===== src/rtl/lsu_bus_master_if.sv =====
// Core-side LSU handshake plus ce/req/gnt memory bus; master = the initiator block.
// slave = the core and responder side, as seen from outside the initiator.
interface lsu_bus_master_if;
  logic        lsu_valid;
  logic        lsu_we;
  logic [1:0]  lsu_size;
  logic        lsu_unsigned;
  logic [31:0] lsu_addr;
  logic [31:0] lsu_wdata;
  logic        lsu_ready;
  logic        lsu_done;
  logic        lsu_err;
  logic [31:0] lsu_rdata;
  logic        mem_ce;
  logic        mem_req;
  logic        mem_gnt;
  logic        mem_we;
  logic [31:0] mem_addr;
  logic [1:0]  mem_hb;
  logic [31:0] mem_wdata;
  logic [3:0]  mem_be;
  logic [31:0] mem_rdata;

  modport master (
    input  lsu_valid, lsu_we, lsu_size, lsu_unsigned, lsu_addr, lsu_wdata,
    output lsu_ready, lsu_done, lsu_err, lsu_rdata,
    output mem_ce, mem_req, mem_we, mem_addr, mem_hb, mem_wdata, mem_be,
    input  mem_gnt, mem_rdata
  );

  modport slave (
    output lsu_valid, lsu_we, lsu_size, lsu_unsigned, lsu_addr, lsu_wdata,
    input  lsu_ready, lsu_done, lsu_err, lsu_rdata,
    input  mem_ce, mem_req, mem_we, mem_addr, mem_hb, mem_wdata, mem_be,
    output mem_gnt, mem_rdata
  );
endinterface


===== src/rtl/lsu_bus_master.sv =====
// Single-outstanding load/store initiator: done 2 cycles after accept when gnt is immediate.
// Backpressure: ready only in IDLE; req held with stable payload until gnt or timeout.
module lsu_bus_master #(
  parameter int unsigned TIMEOUT = 16
) (
  input  logic             clk_i,
  input  logic             rst_ni,
  lsu_bus_master_if.master bus
);

  localparam int unsigned CW = (TIMEOUT > 2) ? $clog2(TIMEOUT) : 1;
  localparam logic [CW-1:0] CNT_LAST = (TIMEOUT > 0) ? CW'(TIMEOUT - 1) : '0;

  typedef enum logic [1:0] {
    IDLE = 2'd0,
    REQ  = 2'd1,
    RESP = 2'd2
  } state_t;

  state_t state_q, state_d;

  logic          we_q;
  logic [1:0]    size_q;
  logic          uns_q;
  logic          err_q;
  logic [CW-1:0] cnt_q;
  logic [31:0]   rdata_q;

  logic          mem_ce_q;
  logic          mem_req_q;
  logic          mem_we_q;
  logic [31:0]   mem_addr_q;
  logic [1:0]    mem_hb_q;
  logic [31:0]   mem_wdata_q;
  logic [3:0]    mem_be_q;

  logic          accept;
  logic          misaligned;
  logic          gnt_hit;
  logic          timeout_hit;
  logic [31:0]   lane_wdata;
  logic [3:0]    lane_be;
  logic [31:0]   load_ext;

  assign accept     = bus.lsu_valid && (state_q == IDLE);
  assign misaligned = ((bus.lsu_size == 2'b01) && bus.lsu_addr[0]) ||
                      (bus.lsu_size[1] && (bus.lsu_addr[1:0] != 2'b00));
  assign gnt_hit     = (state_q == REQ) && bus.mem_gnt;
  // gnt takes priority over an expiring counter in the same cycle
  assign timeout_hit = (state_q == REQ) && !bus.mem_gnt &&
                       (TIMEOUT != 0) && (cnt_q == CNT_LAST);

  always_comb begin
    lane_wdata = bus.lsu_wdata;
    lane_be    = 4'b1111;
    case (bus.lsu_size)
      2'b00: begin
        lane_wdata = {4{bus.lsu_wdata[7:0]}};
        lane_be    = 4'b0001 << bus.lsu_addr[1:0];
      end
      2'b01: begin
        lane_wdata = {2{bus.lsu_wdata[15:0]}};
        lane_be    = 4'b0011 << bus.lsu_addr[1:0];
      end
      default: ;
    endcase
  end

  // Responder zero-extends; sign comes from the top bit of the returned width
  always_comb begin
    load_ext = bus.mem_rdata;
    case (size_q)
      2'b00:   load_ext = {{24{~uns_q & bus.mem_rdata[7]}},  bus.mem_rdata[7:0]};
      2'b01:   load_ext = {{16{~uns_q & bus.mem_rdata[15]}}, bus.mem_rdata[15:0]};
      default: ;
    endcase
  end

  always_ff @(posedge clk_i or negedge rst_ni) begin
    if (!rst_ni) state_q <= IDLE;
    else         state_q <= state_d;
  end

  always_comb begin
    state_d       = state_q;
    bus.lsu_ready = 1'b0;
    bus.lsu_done  = 1'b0;
    bus.lsu_err   = 1'b0;
    case (state_q)
      IDLE: begin
        bus.lsu_ready = 1'b1;
        if (accept) state_d = misaligned ? RESP : REQ;
      end
      REQ: begin
        if (gnt_hit || timeout_hit) state_d = RESP;
      end
      RESP: begin
        bus.lsu_done = 1'b1;
        bus.lsu_err  = err_q;
        state_d      = IDLE;
      end
      default: state_d = IDLE;
    endcase
  end

  always_ff @(posedge clk_i or negedge rst_ni) begin
    if (!rst_ni) begin
      we_q        <= 1'b0;
      size_q      <= 2'b00;
      uns_q       <= 1'b0;
      err_q       <= 1'b0;
      cnt_q       <= '0;
      rdata_q     <= '0;
      mem_ce_q    <= 1'b0;
      mem_req_q   <= 1'b0;
      mem_we_q    <= 1'b0;
      mem_addr_q  <= '0;
      mem_hb_q    <= 2'b00;
      mem_wdata_q <= '0;
      mem_be_q    <= 4'b0000;
    end else if (accept) begin
      we_q   <= bus.lsu_we;
      size_q <= bus.lsu_size;
      uns_q  <= bus.lsu_unsigned;
      err_q  <= misaligned;
      cnt_q  <= '0;
      if (!misaligned) begin
        mem_ce_q    <= 1'b1;
        mem_req_q   <= 1'b1;
        mem_we_q    <= bus.lsu_we;
        mem_addr_q  <= bus.lsu_addr;
        mem_hb_q    <= bus.lsu_size;
        mem_wdata_q <= bus.lsu_we ? lane_wdata : 32'h0;
        mem_be_q    <= bus.lsu_we ? lane_be : 4'b0000;
      end
    end else if (gnt_hit || timeout_hit) begin
      err_q       <= timeout_hit;
      if (gnt_hit && !we_q) rdata_q <= load_ext;
      mem_ce_q    <= 1'b0;
      mem_req_q   <= 1'b0;
      mem_we_q    <= 1'b0;
      mem_addr_q  <= '0;
      mem_hb_q    <= 2'b00;
      mem_wdata_q <= '0;
      mem_be_q    <= 4'b0000;
    end else if (state_q == REQ) begin
      cnt_q <= cnt_q + 1'b1;
    end
  end

  assign bus.lsu_rdata = rdata_q;
  assign bus.mem_ce    = mem_ce_q;
  assign bus.mem_req   = mem_req_q;
  assign bus.mem_we    = mem_we_q;
  assign bus.mem_addr  = mem_addr_q;
  assign bus.mem_hb    = mem_hb_q;
  assign bus.mem_wdata = mem_wdata_q;
  assign bus.mem_be    = mem_be_q;

endmodule


===== src/flat_wrapper.sv =====
// flat-port wrapper written by rule: the top's interface ports become plain ports
module lsu_bus_master_flat 
#(
  parameter int unsigned TIMEOUT = 16
)
  (clk_i, rst_ni, bus_lsu_valid, bus_lsu_we, bus_lsu_size, bus_lsu_unsigned, bus_lsu_addr, bus_lsu_wdata, bus_lsu_ready, bus_lsu_done, bus_lsu_err, bus_lsu_rdata, bus_mem_ce, bus_mem_req, bus_mem_we, bus_mem_addr, bus_mem_hb, bus_mem_wdata, bus_mem_be, bus_mem_gnt, bus_mem_rdata);
  lsu_bus_master_if bus_i ();
  input  logic clk_i;
  input  logic rst_ni;
  input wire logic [$bits(bus_i.lsu_valid)-1:0] bus_lsu_valid;
  input wire logic [$bits(bus_i.lsu_we)-1:0] bus_lsu_we;
  input wire logic [$bits(bus_i.lsu_size)-1:0] bus_lsu_size;
  input wire logic [$bits(bus_i.lsu_unsigned)-1:0] bus_lsu_unsigned;
  input wire logic [$bits(bus_i.lsu_addr)-1:0] bus_lsu_addr;
  input wire logic [$bits(bus_i.lsu_wdata)-1:0] bus_lsu_wdata;
  output wire logic [$bits(bus_i.lsu_ready)-1:0] bus_lsu_ready;
  output wire logic [$bits(bus_i.lsu_done)-1:0] bus_lsu_done;
  output wire logic [$bits(bus_i.lsu_err)-1:0] bus_lsu_err;
  output wire logic [$bits(bus_i.lsu_rdata)-1:0] bus_lsu_rdata;
  output wire logic [$bits(bus_i.mem_ce)-1:0] bus_mem_ce;
  output wire logic [$bits(bus_i.mem_req)-1:0] bus_mem_req;
  output wire logic [$bits(bus_i.mem_we)-1:0] bus_mem_we;
  output wire logic [$bits(bus_i.mem_addr)-1:0] bus_mem_addr;
  output wire logic [$bits(bus_i.mem_hb)-1:0] bus_mem_hb;
  output wire logic [$bits(bus_i.mem_wdata)-1:0] bus_mem_wdata;
  output wire logic [$bits(bus_i.mem_be)-1:0] bus_mem_be;
  input wire logic [$bits(bus_i.mem_gnt)-1:0] bus_mem_gnt;
  input wire logic [$bits(bus_i.mem_rdata)-1:0] bus_mem_rdata;
  assign bus_i.lsu_valid = bus_lsu_valid;
  assign bus_i.lsu_we = bus_lsu_we;
  assign bus_i.lsu_size = bus_lsu_size;
  assign bus_i.lsu_unsigned = bus_lsu_unsigned;
  assign bus_i.lsu_addr = bus_lsu_addr;
  assign bus_i.lsu_wdata = bus_lsu_wdata;
  assign bus_lsu_ready = bus_i.lsu_ready;
  assign bus_lsu_done = bus_i.lsu_done;
  assign bus_lsu_err = bus_i.lsu_err;
  assign bus_lsu_rdata = bus_i.lsu_rdata;
  assign bus_mem_ce = bus_i.mem_ce;
  assign bus_mem_req = bus_i.mem_req;
  assign bus_mem_we = bus_i.mem_we;
  assign bus_mem_addr = bus_i.mem_addr;
  assign bus_mem_hb = bus_i.mem_hb;
  assign bus_mem_wdata = bus_i.mem_wdata;
  assign bus_mem_be = bus_i.mem_be;
  assign bus_i.mem_gnt = bus_mem_gnt;
  assign bus_i.mem_rdata = bus_mem_rdata;
  lsu_bus_master #(.TIMEOUT(TIMEOUT)) u_core (.clk_i(clk_i), .rst_ni(rst_ni), .bus(bus_i));
endmodule

===== config.mk =====
export PLATFORM = sky130hd
export DESIGN_NAME = lsu_bus_master_flat
export DESIGN_NICKNAME = d
export VERILOG_FILES = /design/src/rtl/lsu_bus_master_if.sv /design/src/rtl/lsu_bus_master.sv /design/src/flat_wrapper.sv
export SDC_FILE = /design/constraint.sdc
export NUM_CORES = 1
export LEC_CHECK = 0
export CAP_MARGIN = 5
export CORE_MARGIN = 2
export CORE_UTILIZATION = 46
export CTS_CLUSTER_DIAMETER = 100
export CTS_CLUSTER_SIZE = 30
export DETAILED_ROUTE_END_ITERATION = 12
export MAX_ROUTING_LAYER = met4
export PLACE_DENSITY = 0.87
export SYNTH_ARGS = -nofsm -noshare
export SYNTH_HDL_FRONTEND = slang
export SYNTH_SLANG_ARGS = --single-unit

===== constraint.sdc =====
create_clock -name clk_i -period 5.3 [get_ports clk_i]
set_clock_uncertainty 0.15 [all_clocks]
set_input_delay 1.06 -clock clk_i [delete_from_list [all_inputs] [get_ports clk_i]]
set_output_delay 1.06 -clock clk_i [all_outputs]
set_load 0.05 [all_outputs]

# == Yosys cells after proc, flatten, opt, wreduce, memory -nomap -nowiden ==
# Index checks and enable logic that the tools add are counted.
# word_totals
output_inout_bits,108
in_bits,104
regBits,115
elab_cells,83
# classes
n_shift,2
reduce_logical,21
eq_ne,9
muxes,33
n_addsub,1
bitwise_logic,4
# op_table
operator,n
32-bit 2-to-1 mux,6
32-bit one-hot mux with 2 select lines,2
4-bit 2-to-1 mux,7
2-bit 2-to-1 mux,6
1-bit 2-to-1 mux,10
4-bit one-hot mux with 2 select lines,1
1-bit logical AND,7
2-bit by 1-bit == test with 1-bit output (second input constant),3
2-bit zero test,3
2-bit by 1-bit != test with 1-bit output (second input constant),3
2-bit AND reduction,3
2-bit nonzero test,3
4-bit by 1-bit adder with 4-bit output (second input constant),1
4-bit == test (second input constant),1
2-bit one-hot mux with 2 select lines,1
1-bit by 2-bit left shift with 4-bit output (first input constant),1
2-bit by 2-bit left shift with 4-bit output (first input constant),1
3-bit AND reduction,1
1-bit AND,2
2-bit == test (second input constant),1
1-bit zero test,2
1-bit logical OR,2
2-bit != test (second input constant),1
1-bit NOT,2

# == Logic depth before layout (Yosys ltp) ==
# Gate-level depths: netlist of the first run.
# depth
word_depth,6
mapped_depth,7
mapped_depth_nobuf,5

# == Worst setup path after synthesis of the first run ==
# OpenSTA, ideal clock, no wires.
# synth_path
path_kind,reg-to-output
from,reg u_core.state_q[1]
to,out bus_lsu_err
n_path_buf,1
arrival_time_ns,1.737
required_time_ns,4.090
path_stages_with_launch,4
path_slack_ns,2.353
cell_sequence,dfrtp_1 > buf_6 > nor2b_1 > and2_1
# synth_via
elab_chain_len,2
# synth_lines
element,line_no,text
"start, declared",lsu_bus_master.sv:20,"state_t state_q, state_d;"
"start signal, assigned",lsu_bus_master.sv:81,else state_q <= state_d;
2-bit == test,lsu_bus_master.sv:89,case (state_q)
1-bit 2-to-1 mux,lsu_bus_master.sv:89,
"end, declared",flat_wrapper.sv:18,output wire logic [$bits(bus_i.lsu_err)-1:0] bus_lsu_err;
# No other way between the ends.

# == Worst setup path after layout of the first run ==
# layout_path
from,in bus_lsu_size[0]
to,reg u_core.mem_addr_q[12] (netlist: u_core.bus.mem_addr[12])
# layout_via
elab_chain_len,5
# layout_lines
element,line_no,text
"start, declared",flat_wrapper.sv:12,input wire logic [$bits(bus_i.lsu_size)-1:0] bus_lsu_size;
2-bit by 1-bit == test with 1-bit output,lsu_bus_master.sv:46,assign misaligned = ((bus.lsu_size == 2'b01) && bus.lsu_addr[0]) ||
1-bit logical AND,lsu_bus_master.sv:46,
1-bit logical OR,lsu_bus_master.sv:46,
2-bit != test (no source line),-,
2-bit AND reduction (no source line),-,
"end signal, assigned",lsu_bus_master.sv:131,mem_addr_q <= bus.lsu_addr;
"end, declared",lsu_bus_master.sv:32,logic [31:0] mem_addr_q;
# No other way between the ends.
# A chain may end at the register's enable or synchronous reset.

==> results of run 1 <==
## flip-flops by register name, summed over array words and instances (netlist names)
name,count
u_core.bus.lsu_rdata,32
u_core.bus.mem_addr,32
u_core.bus.mem_wdata,32
u_core.bus.mem_be,4
u_core.cnt_q,4
u_core.bus.mem_hb,2
u_core.size_q,2
u_core.state_q,2
u_core.bus.mem_ce,1
u_core.bus.mem_we,1
u_core.err_q,1
u_core.uns_q,1
u_core.we_q,1
## placed cells by master, fill, tap and decap left out, types with 15 or more instances in the layout
cell type        netlist  layout
a21oi_1               19      19
a22o_1                45      45
clkbuf_16              0      16
clkdlybuf4s50_1        0     210
dfrtp_1              115     115
mux2_2                16      16
nand2_1               22      22
nand3_1               16      16
nor2_1                34      34
nor2b_1               15      15
o21ai_0               17      17
## metal layers
layer | GRT usage (%) | wire (microns) | part of all wire (%) | vias to the layer above
met3 | 8.997 | 1122 | 7.9 | 28
met1 | 31.50 | 5599 | 39 | 2073
li1 | - | - | - | 1894
met4 | 8.998 | 291 | 2.1 | 0
met5 | - | 0 | 0 | -
met2 | 40.95 | 7173 | 51 | 193
## report_power, final
part / internal (W) / switching (W) / leakage [nW]
logic: 0.000755 / 0.00141 / 1.54
clock network: 0.000734 / 0.000428 / 0.296
registers: 0.00117 / 0.000212 / 1.46
## layout make-up
type                       count  share of cell area, %
clock buffer                  18                  5.641
clock inverter                14                  2.342
inverter                       3                 0.1484
multi-input combinational    261                  23.29
sequential                   115                  37.93
tap                          136                  2.243
timing repair buffer         217                  28.40
## worst max-delay path, cell delays in order
cell,delay [ps]
clkdlybuf4s50_1,910
a21oi_2,170
o21ai_2,480
and2_2,800
buf_4,350
a22o_1,180
## worst min-delay path by stage
stage                                           to  cells past startpoint
3_5_place_dp         u_core.bus.mem_we$_DFFE_PN0P_                      1
5_1_grt         u_core.bus.mem_addr[3]$_DFFE_PN0P_                      1
2_1_floorplan             u_core.err_q$_DFFE_PN0P_                      2
6_report             u_core.bus.mem_we$_DFFE_PN0P_                      1
3_3_place_gp   u_core.bus.lsu_rdata[7]$_DFFE_PN0P_                      1
4_1_cts              u_core.bus.mem_we$_DFFE_PN0P_                      1
## cells by family after synthesis
family | synth area share (%)
flip-flops | 59.32
AO/OA/AOI/OAI | 18.65
multiplexers | 6.629
buffers and inverters | 4.282
XOR/XNOR | 0.7223
AND/OR/NAND/NOR | 10.14
adder cells (fa/ha/maj) | 0.2579
## metrics by stage
| stage | util (%) | hold WS, ps |
|---|---|---|
| floorplan | - | 327.5 |
| global placement | 67.92 | 317.0 |
| detailed placement | 67.92 | 321.3 |
| CTS | 73.81 | 339.3 |
| global route | 73.81 | 364.6 |
| finish | 73.81 | 336.1 |
==> qor.csv, run 1 <==
stage;metric;value;unit
placement;GPL Wtd Cong;0.8440;
finish;register area;2878;sq um
cts;CTS Sinks;115;
routing;final WL;14190;microns
finish;Ant. Diodes;0;
timing;TNS Setup;0;ps
placement;post-detail-place hpwl;9693;microns
timing;final setup fails;0;
worst_setup_path;capturing point of the worst reg2reg path;u_core.bus.mem_addr[12]$_DFFE_PN0P_;
finish;total of fill cells in the finished design;688;
worst_hold_path;hold wc startpoint;u_core.bus.mem_we$_DFFE_PN0P_;
routing;1st-iter DRT viols;274;
worst_setup_path;crit path DAT;3960;ps
placement;Post-Place Setup Slack;1160;ps
worst_setup_path;reg-to-reg critical path startpoint;u_core.cnt_q[0]$_DFFE_PN0P_;
timing;fin crit period;3663;ps
yosys;asr flop ratio synth;100.0;%
cts;clk_lat worst skew;510;ps
finish;final std cells w/o fill;764;
yosys;#FFs+latches synth;115;
worst_setup_path;CP Launch Type;primary input;
timing;Final period util;69.12;%
timing;worst-margin pin slew;927.3;ps
cts;TritonCTS Buffers;17;
yosys;Synth top area share;59.32;%
grt;GRT Util Overall;26.02;%
routing;DR vias/cell;5.482;
finish;Layout area overhead;56.38;%
floorplanning;CORE AREA;10280;sq um
worst_setup_path;worst endpoint required time;5600;ps
worst_setup_path;worst-path fanout max;43;
grt;initial antenna violation count;0;
pwr;total power divided by cell area;621.2;nW/um^2
yosys;Synth cell types;39;
yosys;Commonest cells post-synth;115 x dfrtp_1, 45 x a22o_1, 34 x nor2_1;
worst_setup_path;Worst Setup End Kind;flip-flop;
cts;H-tree depth;4;
yosys;synth top area cells;dfrtp_1 59%, a22o_1 8.1%, mux2_2 3.7%, mux2i_1 2.7%, nor2_1 2.6%;
worst_hold_path;Hold WC Path Type;reg -> reg;
placement;port bufs;211;
finish;fraction of layout cells with a size suffix above 1;9.713;%
pwr;Final Power;0.004713;W
timing;max_slew headroom;38.18;%
routing;length of the first detailed-routing pass in iterations;4;
grt;first-pass GRT wire length;22430;microns
timing;Max Slew Vio Count;0;
timing;setup slack after layout;1637;ps
routing;via count;4188;
yosys;YS warnings;0;
yosys;synthesized cell area;4851;sq um
pwr;Leakage Power;3.287;nW
placement;dpl cells;732;
floorplanning;I/O pin total;212;
worst_setup_path;cells on worst reg2reg path;6;
worst_setup_path;CP startpoint;bus_lsu_size[0];
routing;DR DRC count;0;
floorplanning;DIE AREA;11380;sq um
cts;Clock transition at path regs;60;ps
grt;vias in the first global route;4512;
finish;area occupied by multi-input gates;1767;sq um
floorplanning;Site Rows;37;
cts;root buffer cell;clkbuf_8;
floorplanning;Die Width;106.7;microns
flow_run;max cap viols;0;
worst_setup_path;flop2flop setup slack;2280;ps
floorplanning;Initial Util;47.20;%
finish;final-stage net count;720;
yosys;Post-synth EDFFs;0;
yosys;post-synthesis cell count;413;
status;status;finished, final reports clean;
yosys;Mapped Nets;518;
timing;final hold violations;0;
routing;Avg WL per Cell;18.57;microns
yosys;syn_area_per_cell;11.75;sq um
placement;dpl cell area;6980;sq um
grt;total global routing overflow;0;
pwr;Max IR drop VDD;0.0003897;V
timing;RSZ-0062 raised after global routing;no;
cts;Post-CTS Setup Repair Bufs;0;
worst_setup_path;crit path kind;in -> reg;
cts;hold buffers post-CTS;0;
timing;Max Freq;273.0;MHz
finish;final instance area;7586;sq um
cts;CTS tree;built;
cts;Bufs on Longest Clock Path;2;
yosys;sequential share of the synthesized area;59.32;%
cts;post_cts resized;0;
yosys;most frequent cell after synthesis;dfrtp_1;
floorplanning;die height;106.7;microns
yosys;top_reg_cell synth;dfrtp_1;
routing;DRT antenna net count;0;
grt;pin count of the biggest net entering global routing;76;
worst_setup_path;end of the critical path;u_core.bus.mem_addr[12]$_DFFE_PN0P_;
yosys;post-synth top area cell;dfrtp_1;
(Power assumes the default switching activity.)
==> run 2: changes to the inputs <==
- CORE_UTILIZATION: 46 -> 42
- PLACE_DENSITY: 0.87 -> 0.8
- clock period: 5.3 -> 3.8 ns (I/O delays scaled with it)
==> run 2 against run 1 <==
Effect of this change: critical path depth down 3; sequential share of layout area decreased by 0.27 points; wire length down 3.4%; core utilization is 6.3 points lower; register-to-register slack got worse by 1300 ps; cell area is 0.73% higher; combinational power grew 40%; non-clock buffer count rose by 4; power increased by 40%; highest routed layer unchanged.
==> qor.csv, run 2 (same netlist as run 1, synthesis figures left out) <==
stage;metric;value;unit
finish;Ant. Diodes;0;
cts;H-tree depth;4;
placement;dpl cell area;7019;sq um
finish;final instance area;7641;sq um
floorplanning;Die Width;111.5;microns
placement;Post-Place Setup Slack;486.1;ps
worst_setup_path;crit path DAT;2120;ps
placement;GPL Wtd Cong;0.8362;
cts;CTS Sinks;115;
routing;final WL;13710;microns
cts;Post-CTS Setup Repair Bufs;0;
placement;port bufs;211;
placement;post-detail-place hpwl;9527;microns
cts;TritonCTS Buffers;17;
timing;Hold WS;200.9;ps
grt;initial antenna violation count;0;
pwr;Leakage Power;3.311;nW
floorplanning;DIE AREA;12430;sq um
cts;clk_lat worst skew;400;ps
grt;first-pass GRT wire length;21870;microns
grt;vias in the first global route;4271;
timing;fin crit period;3032;ps
worst_setup_path;CP Launch Type;flip-flop;
finish;register area;2878;sq um
floorplanning;die height;111.5;microns
timing;Max Slew Vio Count;0;
routing;length of the first detailed-routing pass in iterations;5;
routing;DRT antenna net count;0;
routing;DR vias/cell;5.371;
cts;Bufs on Longest Clock Path;2;
finish;total of fill cells in the finished design;859;
worst_setup_path;worst-path fanout max;9;
flow_run;max cap viols;0;
finish;fraction of layout cells with a size suffix above 1;9.984;%
finish;area occupied by multi-input gates;1767;sq um
worst_setup_path;worst endpoint required time;2890;ps
timing;Max Freq;329.8;MHz
routing;via count;4157;
finish;most frequent cells in the layout;210 x clkdlybuf4s50_1, 115 x dfrtp_1, 45 x a22o_1, 34 x nor2_1, 22 x nand2_1;
pwr;total power divided by cell area;862.0;nW/um^2
cts;root buffer cell;clkbuf_16;
cts;hold buffers post-CTS;0;
grt;GRT Util Overall;22.79;%
timing;final setup fails;0;
routing;Avg WL per Cell;17.71;microns
timing;final hold violations;0;
grt;total global routing overflow;0;
finish;most common cell after layout, fill and taps aside;clkdlybuf4s50_1;
grt;pin count of the biggest net entering global routing;56;
timing;setup slack after layout;767.9;ps
timing;TNS Setup;0;ps
timing;max_slew headroom;31.66;%
finish;final-stage net count;724;
floorplanning;Site Rows;39;
floorplanning;I/O pin total;212;
timing;worst-margin pin slew;1025;ps
cts;Clock transition at path regs;50;ps
timing;Final period util;79.79;%
cts;post_cts resized;0;
floorplanning;Initial Util;42.85;%
routing;1st-iter DRT viols;267;
worst_setup_path;crit path kind;reg -> out;
worst_hold_path;Hold WC Path Type;in -> async;
floorplanning;CORE AREA;11320;sq um
worst_setup_path;Worst Setup End Kind;primary output;
status;status;finished, final reports clean;
timing;RSZ-0062 raised after global routing;no;
pwr;Max IR drop VDD;0.0006624;V
finish;Layout area overhead;57.52;%
cts;CTS tree;built;
routing;DR DRC count;0;
[run 2: cell types whose count changed in the layout (fill, tap and decap cells not counted)]
cell,change
buf_4,+4
clkinv_4,-4
clkbuf_8,+3
inv_6,-3
clkbuf_1,+1
clkbuf_16,+1
clkinvlp_4,+1
[run 2: worst paths after layout]
path,start,slack [ps],end,depth (start not counted)
max,u_core.state_q[1]$_DFFE_PN0P_,770,bus_lsu_err,3
max reg2reg,u_core.cnt_q[0]$_DFFE_PN0P_,1010,u_core.bus.mem_wdata[12]$_DFFE_PN0P_,7
min in group clk_i,u_core.bus.lsu_rdata[7]$_DFFE_PN0P_,330,u_core.bus.lsu_rdata[7]$_DFFE_PN0P_,1
max in group asynchronous,rst_ni,2320,u_core.bus.mem_addr[15]$_DFFE_PN0P_,2
min,rst_ni,200,u_core.bus.mem_addr[28]$_DFFE_PN0P_,1
min reg2reg,u_core.bus.lsu_rdata[7]$_DFFE_PN0P_,330,u_core.bus.lsu_rdata[7]$_DFFE_PN0P_,1
[run 2: layout make-up]
cell class	count	area share (%)
inverter	3	0.1474
multi-input combinational	261	23.12
sequential	115	37.66
clock inverter	8	1.621
tap	143	2.342
timing repair buffer	221	28.59
clock buffer	23	6.517
[run 2: metal layers]
layer  wire length (microns)  up-vias  track usage (%)
met5                       0        -                -
met4                     332        0            8.395
met3                     909       23            6.478
met2                    6598      175            35.04
met1                    5864     2055            29.02
li1                        -     1904                -
[run 2: report_power, final]
group,total [W],internal [W],switching (W)
Sequential,0.00192,0.00164,0.000278
Clock,0.00166,0.00111,0.000543
Combinational,0.00302,0.00106,0.00196
Total,0.00659,0.00381,0.00278
[run 2: stage by stage]
step / util (%) / power (W) / std cells
3_3_place_gp: 62.00 / 0.004892 / 743
2_1_floorplan: - / 0.003853 / 413
6_report: 67.50 / 0.006587 / 774
4_1_cts: 67.50 / 0.006627 / 774
5_1_grt: 67.50 / 0.006839 / 774
3_5_place_dp: 62.00 / 0.004945 / 743
[run 2: critical path, stage by stage (launching register included)]
cell and delay (ps):
dfrtp_1 540, nor2b_1 220, and2_1 150, clkdlybuf4s50_1 800
